<file path="config.mk">
export PLATFORM = sky130hd
export DESIGN_NAME = fifo_read_ctrl_flat
export DESIGN_NICKNAME = d
export VERILOG_FILES = /design/src/rtl/fifo_read_ctrl_if.sv /design/src/rtl/fifo_read_ctrl.sv /design/src/flat_wrapper.sv
export SDC_FILE = /design/constraint.sdc
export NUM_CORES = 1
export LEC_CHECK = 0
export CORE_MARGIN = 2
export CORE_UTILIZATION = 30
export CTS_CLUSTER_DIAMETER = 120
export DETAILED_ROUTE_END_ITERATION = 8
export REMOVE_ABC_BUFFERS = 1
export SYNTH_ARGS = -nofsm -noshare
export SYNTH_HDL_FRONTEND = slang
export SYNTH_SLANG_ARGS = --single-unit
export TNS_END_PERCENT = 100
</file>
<file path="constraint.sdc">
create_clock -name rclk -period 3.3 [get_ports rclk]
set_clock_uncertainty 0.05 [all_clocks]
set_input_delay 0.825 -clock rclk [delete_from_list [all_inputs] [get_ports rclk]]
set_output_delay 0.825 -clock rclk [all_outputs]
set_load 0.02 [all_outputs]
</file>
<file path="src/rtl/fifo_read_ctrl_if.sv">
// Read-side FIFO bus: write-pointer input, memory read port and the
// registered output word handshake, grouped for the read controller.
interface fifo_read_ctrl_if #(
  parameter int DATASIZE = 16,
  parameter int ADDRSIZE = 4
);
  logic [ADDRSIZE:0]   wptr_gray;
  logic [DATASIZE-1:0] rdata_mem;
  logic                dout_ready;
  logic [ADDRSIZE-1:0] raddr;
  logic [ADDRSIZE:0]   rptr_gray;
  logic                rempty;
  logic [DATASIZE-1:0] dout;
  logic                dout_valid;
  logic [ADDRSIZE:0]   rlevel;

  // Controller side
  modport master (
    input  wptr_gray, rdata_mem, dout_ready,
    output raddr, rptr_gray, rempty, dout, dout_valid, rlevel
  );

  // Environment side: write domain, memory and consumer
  modport slave (
    output wptr_gray, rdata_mem, dout_ready,
    input  raddr, rptr_gray, rempty, dout, dout_valid, rlevel
  );
endinterface

</file>
<file path="src/rtl/fifo_read_ctrl.sv">
// Read-side controller of the asynchronous FIFO. Synchronises the write
// Gray pointer into rclk, keeps the binary/Gray read pointer, flags empty,
// reports occupancy and moves memory words into a registered output stage.
module fifo_read_ctrl #(
  parameter int DATASIZE    = 16,
  parameter int ADDRSIZE    = 4,
  parameter int SYNC_STAGES = 2
) (
  input logic              rclk,
  input logic              rrst,
  fifo_read_ctrl_if.master bus
);
  localparam int PW = ADDRSIZE + 1;

  logic [PW-1:0]       sync_reg [SYNC_STAGES];
  logic [PW-1:0]       wq_gray;
  logic [PW-1:0]       wq_bin;
  logic [PW-1:0]       rbin_reg;
  logic [PW-1:0]       rbin_next;
  logic [PW-1:0]       rgray_reg;
  logic [PW-1:0]       rgray_next;
  logic [PW-1:0]       rlevel_reg;
  logic                rempty_reg;
  logic                dout_valid_reg;
  logic [DATASIZE-1:0] dout_reg;
  logic                fetch;

  genvar gi;

  // Synchroniser chain: stage 0 samples the asynchronous Gray pointer
  generate
    for (gi = 0; gi < SYNC_STAGES; gi++) begin : g_sync
      if (gi == 0) begin : g_first
        // First flop captures the write-domain pointer
        always_ff @(posedge rclk) begin
          if (rrst) sync_reg[0] <= '0;
          else      sync_reg[0] <= bus.wptr_gray;
        end
      end else begin : g_next
        // Later flops only shift, giving metastability time to settle
        always_ff @(posedge rclk) begin
          if (rrst) sync_reg[gi] <= '0;
          else      sync_reg[gi] <= sync_reg[gi-1];
        end
      end
    end
  endgenerate

  assign wq_gray = sync_reg[SYNC_STAGES-1];

  // Gray to binary: each bit is the XOR of itself and all higher Gray bits
  generate
    for (gi = 0; gi < PW; gi++) begin : g_g2b
      assign wq_bin[gi] = ^wq_gray[PW-1:gi];
    end
  endgenerate

  // A word leaves memory when one is there and the output stage can take it
  assign fetch      = !rempty_reg && (!dout_valid_reg || bus.dout_ready);
  assign rbin_next  = rbin_reg + PW'(fetch);
  assign rgray_next = (rbin_next >> 1) ^ rbin_next;

  // Read pointer, empty flag and occupancy, all from the post-fetch pointer
  always_ff @(posedge rclk) begin
    if (rrst) begin
      rbin_reg   <= '0;
      rgray_reg  <= '0;
      rempty_reg <= 1'b1;
      rlevel_reg <= '0;
    end else begin
      rbin_reg   <= rbin_next;
      rgray_reg  <= rgray_next;
      rempty_reg <= (rgray_next == wq_gray);
      rlevel_reg <= wq_bin - rbin_next;
    end
  end

  // Output stage: a fetch overwrites (consume-and-refill keeps valid high)
  always_ff @(posedge rclk) begin
    if (rrst) begin
      dout_reg       <= '0;
      dout_valid_reg <= 1'b0;
    end else if (fetch) begin
      dout_reg       <= bus.rdata_mem;
      dout_valid_reg <= 1'b1;
    end else if (dout_valid_reg && bus.dout_ready) begin
      dout_valid_reg <= 1'b0;
    end
  end

  assign bus.raddr      = rbin_reg[ADDRSIZE-1:0];
  assign bus.rptr_gray  = rgray_reg;
  assign bus.rempty     = rempty_reg;
  assign bus.rlevel     = rlevel_reg;
  assign bus.dout       = dout_reg;
  assign bus.dout_valid = dout_valid_reg;
endmodule

</file>
<file path="src/flat_wrapper.sv">
// flat-port wrapper written by rule: the top's interface ports become plain ports
module fifo_read_ctrl_flat 
#(
  parameter int DATASIZE    = 16,
  parameter int ADDRSIZE    = 4,
  parameter int SYNC_STAGES = 2
)
  (rclk, rrst, bus_wptr_gray, bus_rdata_mem, bus_dout_ready, bus_raddr, bus_rptr_gray, bus_rempty, bus_dout, bus_dout_valid, bus_rlevel);
  fifo_read_ctrl_if #(.DATASIZE(DATASIZE), .ADDRSIZE(ADDRSIZE)) bus_i ();
  input logic rclk;
  input logic rrst;
  input wire logic [$bits(bus_i.wptr_gray)-1:0] bus_wptr_gray;
  input wire logic [$bits(bus_i.rdata_mem)-1:0] bus_rdata_mem;
  input wire logic [$bits(bus_i.dout_ready)-1:0] bus_dout_ready;
  output wire logic [$bits(bus_i.raddr)-1:0] bus_raddr;
  output wire logic [$bits(bus_i.rptr_gray)-1:0] bus_rptr_gray;
  output wire logic [$bits(bus_i.rempty)-1:0] bus_rempty;
  output wire logic [$bits(bus_i.dout)-1:0] bus_dout;
  output wire logic [$bits(bus_i.dout_valid)-1:0] bus_dout_valid;
  output wire logic [$bits(bus_i.rlevel)-1:0] bus_rlevel;
  assign bus_i.wptr_gray = bus_wptr_gray;
  assign bus_i.rdata_mem = bus_rdata_mem;
  assign bus_i.dout_ready = bus_dout_ready;
  assign bus_raddr = bus_i.raddr;
  assign bus_rptr_gray = bus_i.rptr_gray;
  assign bus_rempty = bus_i.rempty;
  assign bus_dout = bus_i.dout;
  assign bus_dout_valid = bus_i.dout_valid;
  assign bus_rlevel = bus_i.rlevel;
  fifo_read_ctrl #(.DATASIZE(DATASIZE), .ADDRSIZE(ADDRSIZE), .SYNC_STAGES(SYNC_STAGES)) u_core (.rclk(rclk), .rrst(rrst), .bus(bus_i));
endmodule
</file>
Word-level counts from Yosys, hierarchy flattened
Memory sizes are Yosys's and may differ from the RTL's.
Cells that the tools add are included.
{"block": "totals", "out_inout_bits": 32, "ff_bits": 33, "ram_bits": 10, "n_memories": 1}
{"memory": "u_core.sync_reg", "depth": 2, "width": 5, "rd": 2, "rd_ports_with_merged_regs": 0, "wr": 2, "line_no": "fifo_read_ctrl.sv:15", "source": "logic [PW-1:0] sync_reg [SYNC_STAGES];"}
{"block": "op_classes", "eq_ne": 1, "n_reduce_logical": 10, "muxes": 7, "add_sub_neg": 2, "bitwise_logic": 3}
{"cell": "5-bit two-way mux", "count": 2}
{"cell": "5-bit by 1-bit adder with 5-bit output", "count": 1}
{"cell": "5-bit == test", "count": 1}
{"cell": "1-bit two-way mux", "count": 5}
{"cell": "5-bit parity", "count": 1}
{"cell": "5-bit subtractor", "count": 1}
{"cell": "4-bit by 5-bit bitwise XOR with 5-bit output", "count": 1}
{"cell": "4-bit parity", "count": 1}
{"cell": "3-bit parity", "count": 1}
{"cell": "1-bit logical AND", "count": 2}
{"cell": "1-bit zero test", "count": 2}
{"cell": "1-bit bitwise OR", "count": 2}
{"cell": "2-bit nonzero test", "count": 1}
{"cell": "2-bit parity", "count": 1}
{"cell": "1-bit logical OR", "count": 1}

Logic depth before layout (Yosys ltp)
{"block": "depth", "word_depth": 6, "depth_mapped": 12, "mapped_depth_nobuf": 10}

Least setup slack after synthesis
No wires, ideal clock.
{"block": "synth_path", "path_type": "input -> register", "start": "input bus_dout_ready", "end": "register u_core.rlevel_reg[3] (netlist: u_core.bus.rlevel[3])", "setup_ns": 0.121, "arrival_ns": 3.326, "n_path_buf": 2, "t_required_ns": 3.129, "path_stages": 12, "slack_ns": -0.198, "path_cell_list": "nand2b_1 > nand2b_1 > clkbuf_1 > clkinv_1 > buf_1 > ha_1 > ha_1 > inv_1 > ha_1 > a21oi_1 > maj3_2 > mux2_4"}
{"block": "synth_via", "elab_chain_cells": 4}
{"element": "from (decl)", "line_no": "flat_wrapper.sv:14", "source": "input wire logic [$bits(bus_i.dout_ready)-1:0] bus_dout_ready;"}
{"element": "1-bit logical OR", "line_no": "fifo_read_ctrl.sv:59", "source": "assign fetch = !rempty_reg && (!dout_valid_reg || bus.dout_ready);"}
{"element": "1-bit logical AND", "line_no": "fifo_read_ctrl.sv:59"}
{"element": "net u_core.fetch", "line_no": "fifo_read_ctrl.sv:26", "source": "logic fetch;"}
{"element": "5-bit by 1-bit adder with 5-bit output", "line_no": "fifo_read_ctrl.sv:60", "source": "assign rbin_next = rbin_reg + PW'(fetch);"}
{"element": "net u_core.rbin_next[1]", "line_no": "fifo_read_ctrl.sv:19", "source": "logic [PW-1:0] rbin_next;"}
{"element": "5-bit subtractor", "line_no": "fifo_read_ctrl.sv:74", "source": "rlevel_reg <= wq_bin - rbin_next;"}
{"element": "to (signal assigned)", "line_no": "fifo_read_ctrl.sv:74"}
{"element": "to (decl)", "line_no": "fifo_read_ctrl.sv:22", "source": "logic [PW-1:0] rlevel_reg;"}
The timed path passes the listed nets, and every way through them passes these cells.
A chain may end at the register's enable or synchronous reset.

Final worst setup path
{"block": "layout_path", "start": "input bus_dout_ready", "end": "register u_core.rlevel_reg[3] (netlist: u_core.bus.rlevel[3])"}
{"block": "layout_via", "elab_chain_cells": 4}
{"element": "1-bit logical OR", "line_no": "fifo_read_ctrl.sv:59"}
{"element": "1-bit logical AND", "line_no": "fifo_read_ctrl.sv:59"}
{"element": "5-bit by 1-bit adder with 5-bit output", "line_no": "fifo_read_ctrl.sv:60"}
{"element": "net u_core.rbin_next[1]", "line_no": "fifo_read_ctrl.sv:19"}
{"element": "5-bit subtractor", "line_no": "fifo_read_ctrl.sv:74"}
The timed path passes the listed nets, and every way through them passes these cells.

==> metrics.md <==
| Metric | Value |
|---|---|
| Post-route ant nets | 0 |
| Number of global-route vias before repair | 1276 |
| Core area | 5540 µm² |
| Max reg flops | 16 |
| Total negative setup slack | 0 ns |
| Setup CP Type | input port to register |
| Crit. End Element | register |
| Gr usage total | 0.1195 |
| CP arrival | 3.15 ns |
| CTS tree | yes |
| Die area | 6396 µm² |
| Max VDD drop | 0.2026 mV |
| Largest net degree at the start of global routing | 22 |
| Port bufs | 55 |
| Finish-stage setup viols | 0 |
| Slew headroom | 0.5008 |
| Area of placed instances | 2404 µm² |
| Buffers & Inverters on Critical Path | 3 |
| Share of cells above drive strength 1 | 0.08871 |
| Crit path max-delay cell type | clkdlybuf4s50_1 |
| Residual DRC | 0 |
| Family with the most delay on the worst path | adder cells |
| Routability cong. | 0.8372 |
| DP Cell Count | 312 |
| Area growth syn-to-layout | 44.07% |
| Adder-cell share of the synthesized area | 0.05419 |
| Slowest stage delay, CP | 0.39 ns |
| H-tree levels | 2 |
| Cells after synthesis | 186 |
| Initial core utilization | 0.3126 |
| Clk_lat worst skew | 0.29 ns |
| Initial antenna violation count | 0 |
| # rows | 27 |
| Post-Synth XOR/XNOR Area | 0.1163 |
| Final slew viol count | 0 |
| Outcome | finished, final reports clean |
| Post-synth top flop | dfxtp_1 |
| Global-route wire length before repair | 5.913 mm |
| DIE HEIGHT | 79.98 µm |
| Synth Area per Inst | 9.310 µm² |
| Clock transition at the registers of the reported paths | 0.08 ns |
| Final hold vios | 0 |
| Clock Root Buffer | clkbuf_8 |
| Initial DRC count | 58 |
| Worst Tran Pin Value | 0.7464 ns |
| Final hold slack | 0.3899 ns |
| Fraction of the mapped netlist area in simple logic gates | 0.1915 |
| Post-route cell area | 2495 µm² |
| Avg WL per Cell | 11.19 µm |
| Post-synthesis compound-gate area fraction | 0.1040 |
| CTS max path bufs | 2 |
| Static Leak | 0.9798 nW |
| PwrDens | 627.8 nW/µm² |
| Hold Path Class | register to register |
| Mux cell area share after synthesis | 0.01445 |
| DR vias | 1378 |
| Async S/R FF share, synth | 0 |
| Top Ports | 56 |
| FF+latch count, synth | 42 |
| Critical Path Fanout Max | 4 |
| Via/cell ratio | 4.306 |
| Die width | 79.98 µm |
| Hold buffer count at CTS | 0 |
| Startpoint types | input port |
| Most numerous cell on the critical path | ha_1 |
| Post-CTS Resized | 0 |
| Critical path data required time | 3.44 ns |
| Final period utilization | 0.9131 |
| DRT Wirelength | 3.582 mm |
| Sequential cell area fraction in the yosys report | 0.4855 |
| Main combinational cell family by area after synthesis | simple AND/OR/NAND/NOR gates |
| Fmax achieved | 331.9 MHz |
| Number of synthesized flops with an enable pin | 0 |
| Congestion Overflow GR | 0 |
| Final net count | 277 |
| Unrepaired setup endpoints after global routing | false |
| Drt pass-1 iters | 4 |
| Crit-path cells | clkdlybuf4s50_1 -> nand2b_1 -> nand2b_1 -> clkinv_1 -> ha_1 -> ha_1 -> inv_1 -> ha_1 -> a21oi_1 -> maj3_2 -> mux2_4 |
| DP Wirelength | 2.648 mm |
| Cell Count, Final, Fillers Out | 320 |
| Tmin final | 3.013 ns |
| Synth Warn # | 0 |
| Post-Syn Area | 1732 µm² |
| Number of buffers created by CTS | 5 |
| Post-synthesis cell type count | 37 |
| CTS sink count | 42 |
| Buffer count from post-CTS setup fixing | 0 |
| Max Cap Viol | 0 |
| Number of antenna diodes | 0 |
[cell families (layout without fill, tap and decap cells)]
family / Yosys count / count (layout)
muxes: 2 / 2
and+or+nand+nor: 71 / 71
AOI/OAI and AO/OA: 31 / 31
DFF: 42 / 42
buffers and inverters: 15 / 77
xor gates and xnor gates: 18 / 18
adders and majority gates: 7 / 7
[metrics by stage]
stage / utilization / setup slack [ns] / power (mW)
6_report: 0.4503 / 0.2868 / 1.566
5_1_grt: 0.4503 / 0.1648 / 1.676
4_1_cts: 0.4503 / 0.2794 / 1.594
3_5_place_dp: 0.4338 / -0.03052 / 1.248
3_3_place_gp: 0.4338 / 0.03401 / 1.245
2_1_floorplan: - / -0.3094 / 0.9690
[synth_stat cells (all sizes together) (2+ instances only)]
library cell / count / area share
xnor3: 2 / 0.027
xor2: 6 / 0.030
nand3: 2 / 0.0058
nor2: 11 / 0.024
ha: 5 / 0.036
dfxtp: 42 / 0.49
nand2: 34 / 0.074
inv: 3 / 0.0065
xnor2: 9 / 0.046
nor2b: 13 / 0.047
nor3: 2 / 0.0058
or2: 2 / 0.0072
nand2b: 3 / 0.011
buf: 3 / 0.0079
a21boi: 3 / 0.013
clkbuf: 8 / 0.017
a21oi: 19 / 0.055
o21ai: 2 / 0.0058
[layout make-up]
class,count,area (µm²)
Multi-Input combinational cell,129,832.0
Fill cell,561,3045
Timing Repair Buffer,65,625.6
Tap cell,72,90.09
Sequential cell,42,840.8
Clock buffer,7,86.33
Inverter,4,15.01
Clock inverter,1,5.005
[routing by layer]
metal	wire, µm	vias up	global-route usage
met1	1619	609	0.1526
li1	-	724	-
met5	0	-	0
met3	236	4	0.03620
met2	1677	41	0.1858
met4	48	0	0.05085
[cell usage in the layout (no fill, tap or decap), types with 3 or more instances in the layout]
| cell type | synthesis | final |
|---|---|---|
| a21boi_0 | 3 | 3 |
| a21oi_1 | 19 | 19 |
| buf_4 | 0 | 10 |
| clkbuf_8 | 0 | 6 |
| clkdlybuf4s50_1 | 0 | 55 |
| dfxtp_1 | 42 | 42 |
| ha_1 | 5 | 5 |
| inv_1 | 3 | 3 |
| nand2_1 | 34 | 34 |
| nand2b_1 | 3 | 3 |
| nor2_1 | 11 | 11 |
| nor2b_1 | 13 | 13 |
| xnor2_1 | 9 | 9 |
| xor2_1 | 6 | 6 |
[report_power, final]
part | leakage, nW | internal (mW) | total [mW] | switching, mW
clock network | 0.0482 | 0.169 | 0.338 | 0.169
logic | 0.586 | 0.302 | 0.604 | 0.302
registers | 0.345 | 0.587 | 0.625 | 0.0374
total | 0.980 | 1.06 | 1.57 | 0.508
[worst paths after layout]
check        slack, ns  cells past startpoint                  start               endpoint
max               0.29                     11         bus_dout_ready   u_core.bus.rlevel[3]
min               0.39                      1  u_core.sync_reg[0][1]  u_core.sync_reg[1][1]
min reg2reg       0.39                      1  u_core.sync_reg[0][1]  u_core.sync_reg[1][1]
max reg2reg       0.61                      9  u_core.sync_reg[1][4]   u_core.bus.rlevel[2]
No activity file was read; power rests on OpenSTA's default activity.
==> patch (config.mk and constraints unchanged) <==
`SYNC_STAGES` is set to 2 in 2 places; all go to 8.
--- a/src/rtl/fifo_read_ctrl.sv
+++ b/src/rtl/fifo_read_ctrl.sv
@@ -4,7 +4,7 @@
 module fifo_read_ctrl #(
   parameter int DATASIZE    = 16,
   parameter int ADDRSIZE    = 4,
-  parameter int SYNC_STAGES = 2
+  parameter int SYNC_STAGES = 8
 ) (
   input logic              rclk,
   input logic              rrst,
--- a/src/flat_wrapper.sv
+++ b/src/flat_wrapper.sv
@@ -3,7 +3,7 @@
 #(
   parameter int DATASIZE    = 16,
   parameter int ADDRSIZE    = 4,
-  parameter int SYNC_STAGES = 2
+  parameter int SYNC_STAGES = 8
 )
   (rclk, rrst, bus_wptr_gray, bus_rdata_mem, bus_dout_ready, bus_raddr, bus_rptr_gray, bus_rempty, bus_dout, bus_dout_valid, bus_rlevel);
   fifo_read_ctrl_if #(.DATASIZE(DATASIZE), .ADDRSIZE(ADDRSIZE)) bus_i ();
Behaviour: not the same (Yosys sat finds a counterexample within 4 cycles, from zero or initial values and one cycle with rrst high).
==> patch against the original RTL <==
  * Worst setup slack worse by 0.044 ns
  * Sequential cell count is 30 higher
  * Synthesized area is 46% higher
  * Final cell count is 31% higher
  * Power is 57% higher
  * Global-route usage is 1.6 points lower
  * Design area is 37% higher
  * Wire length is 25% higher
==> patch: results (changes against the original RTL) <==
The flow ran to the end, and the final reports show no timing, DRC or antenna violations. For the final RePlAce weighted congestion, the log shows 0.8063 (-3.7%). The post-route worst setup slack is 0.2425 ns (-0.04427 ns), and the wire length of the first global-routing pass is 7238 um (+22%). The tools report the minimum hold slack as 0.3865 ns (-0.003378 ns).

The standby leakage power is 1.307 nW (+33%). The amount of wire on met2 after detailed routing is 2179 um (+30%). The cell with the biggest individual delay on the critical path was sky130_fd_sc_hd__fa_1.

The number of clock buffers in the layout is 9 (+2), and the relative contribution of combinational cells to total power is 32.4% (-6.2 points). For the worst vdd rail ir drop, the log shows 0.2596 mV (+28%). After synthesis, the most frequently instantiated cells are sky130_fd_sc_hd__dfxtp_1 (72), sky130_fd_sc_hd__nor2b_1 (45), sky130_fd_sc_hd__nand2_1 (33). Startpoint of the lowest-slack hold path: u_core.sync_reg[2][5]$_SDFF_PP0_. For the number of combinational gates with multiple inputs, the log shows 159 (+23%). The gate count of the mapped netlist is 248 (+33%). The sink count of the clock tree came out at 72 (+71%).

The run gives 0.003228 sq mm (+34%) as the area after detailed placement. The fraction of the mapped netlist area in adder cells is 3.707% (-1.7 points). Synthesis-to-layout area growth: 34.90%. The detailed-routed wire length on met3 was 213 um (-9.7%); the clock network area share was 5.460% (+1.8 points). The number of flip-flops in the largest register is 40 (+24). The tools report the reg-to-reg critical path endpoint as u_core.bus.rlevel[4]$_SDFF_PP0_. The detailed placer's ending HPWL came out at 3051 um (+15%).

The highest cell delay on the worst timing path is 0.48 ns (+0.09 ns). The critical path data arrival time came out at 3.24 ns (+0.09 ns). The run gives 2011 um (+24%) as the length of routed wiring on met1.

The run gives 57.01% (+6.9 points) as the headroom to the max-slew limit. The number of vias in the routed layout was 1,756 (+27%). The tools report the area of all sequential standard cells as 0.001441 sq mm (+71%).

Final-stage net count: 340 (+23%). The path with the worst hold slack has its endpoint at u_core.sync_reg[3][0]$_SDFF_PP0_. The sequential share of power came out at 41.5% (+1.6 points). The share of cell area taken by muxes after synthesis works out to 1.038% (-0.41 points). The worst register-to-register path begins at u_core.sync_reg[3][9]$_SDFF_PP0_.
## patch: changes by cell type in the layout (fill, tap and decap cells not counted), moves of 2 or more
cell / delta
sky130_fd_sc_hd__nor2b_1: +32
sky130_fd_sc_hd__clkbuf_8: +3
sky130_fd_sc_hd__clkinv_4: +2
sky130_fd_sc_hd__dfxtp_1: +30
sky130_fd_sc_hd__inv_6: +3
## patch: worst reg2reg max path: stages, from the launching register on
cell and delay, ns:
sky130_fd_sc_hd__dfxtp_1 0.40, sky130_fd_sc_hd__xnor3_2 0.51, sky130_fd_sc_hd__xnor2_1 0.37, sky130_fd_sc_hd__xnor2_1 0.17, sky130_fd_sc_hd__ha_1 0.16, sky130_fd_sc_hd__inv_1 0.06
sky130_fd_sc_hd__fa_1 0.42, sky130_fd_sc_hd__o21ai_0 0.22, sky130_fd_sc_hd__o21bai_1 0.11, sky130_fd_sc_hd__mux2_1 0.31
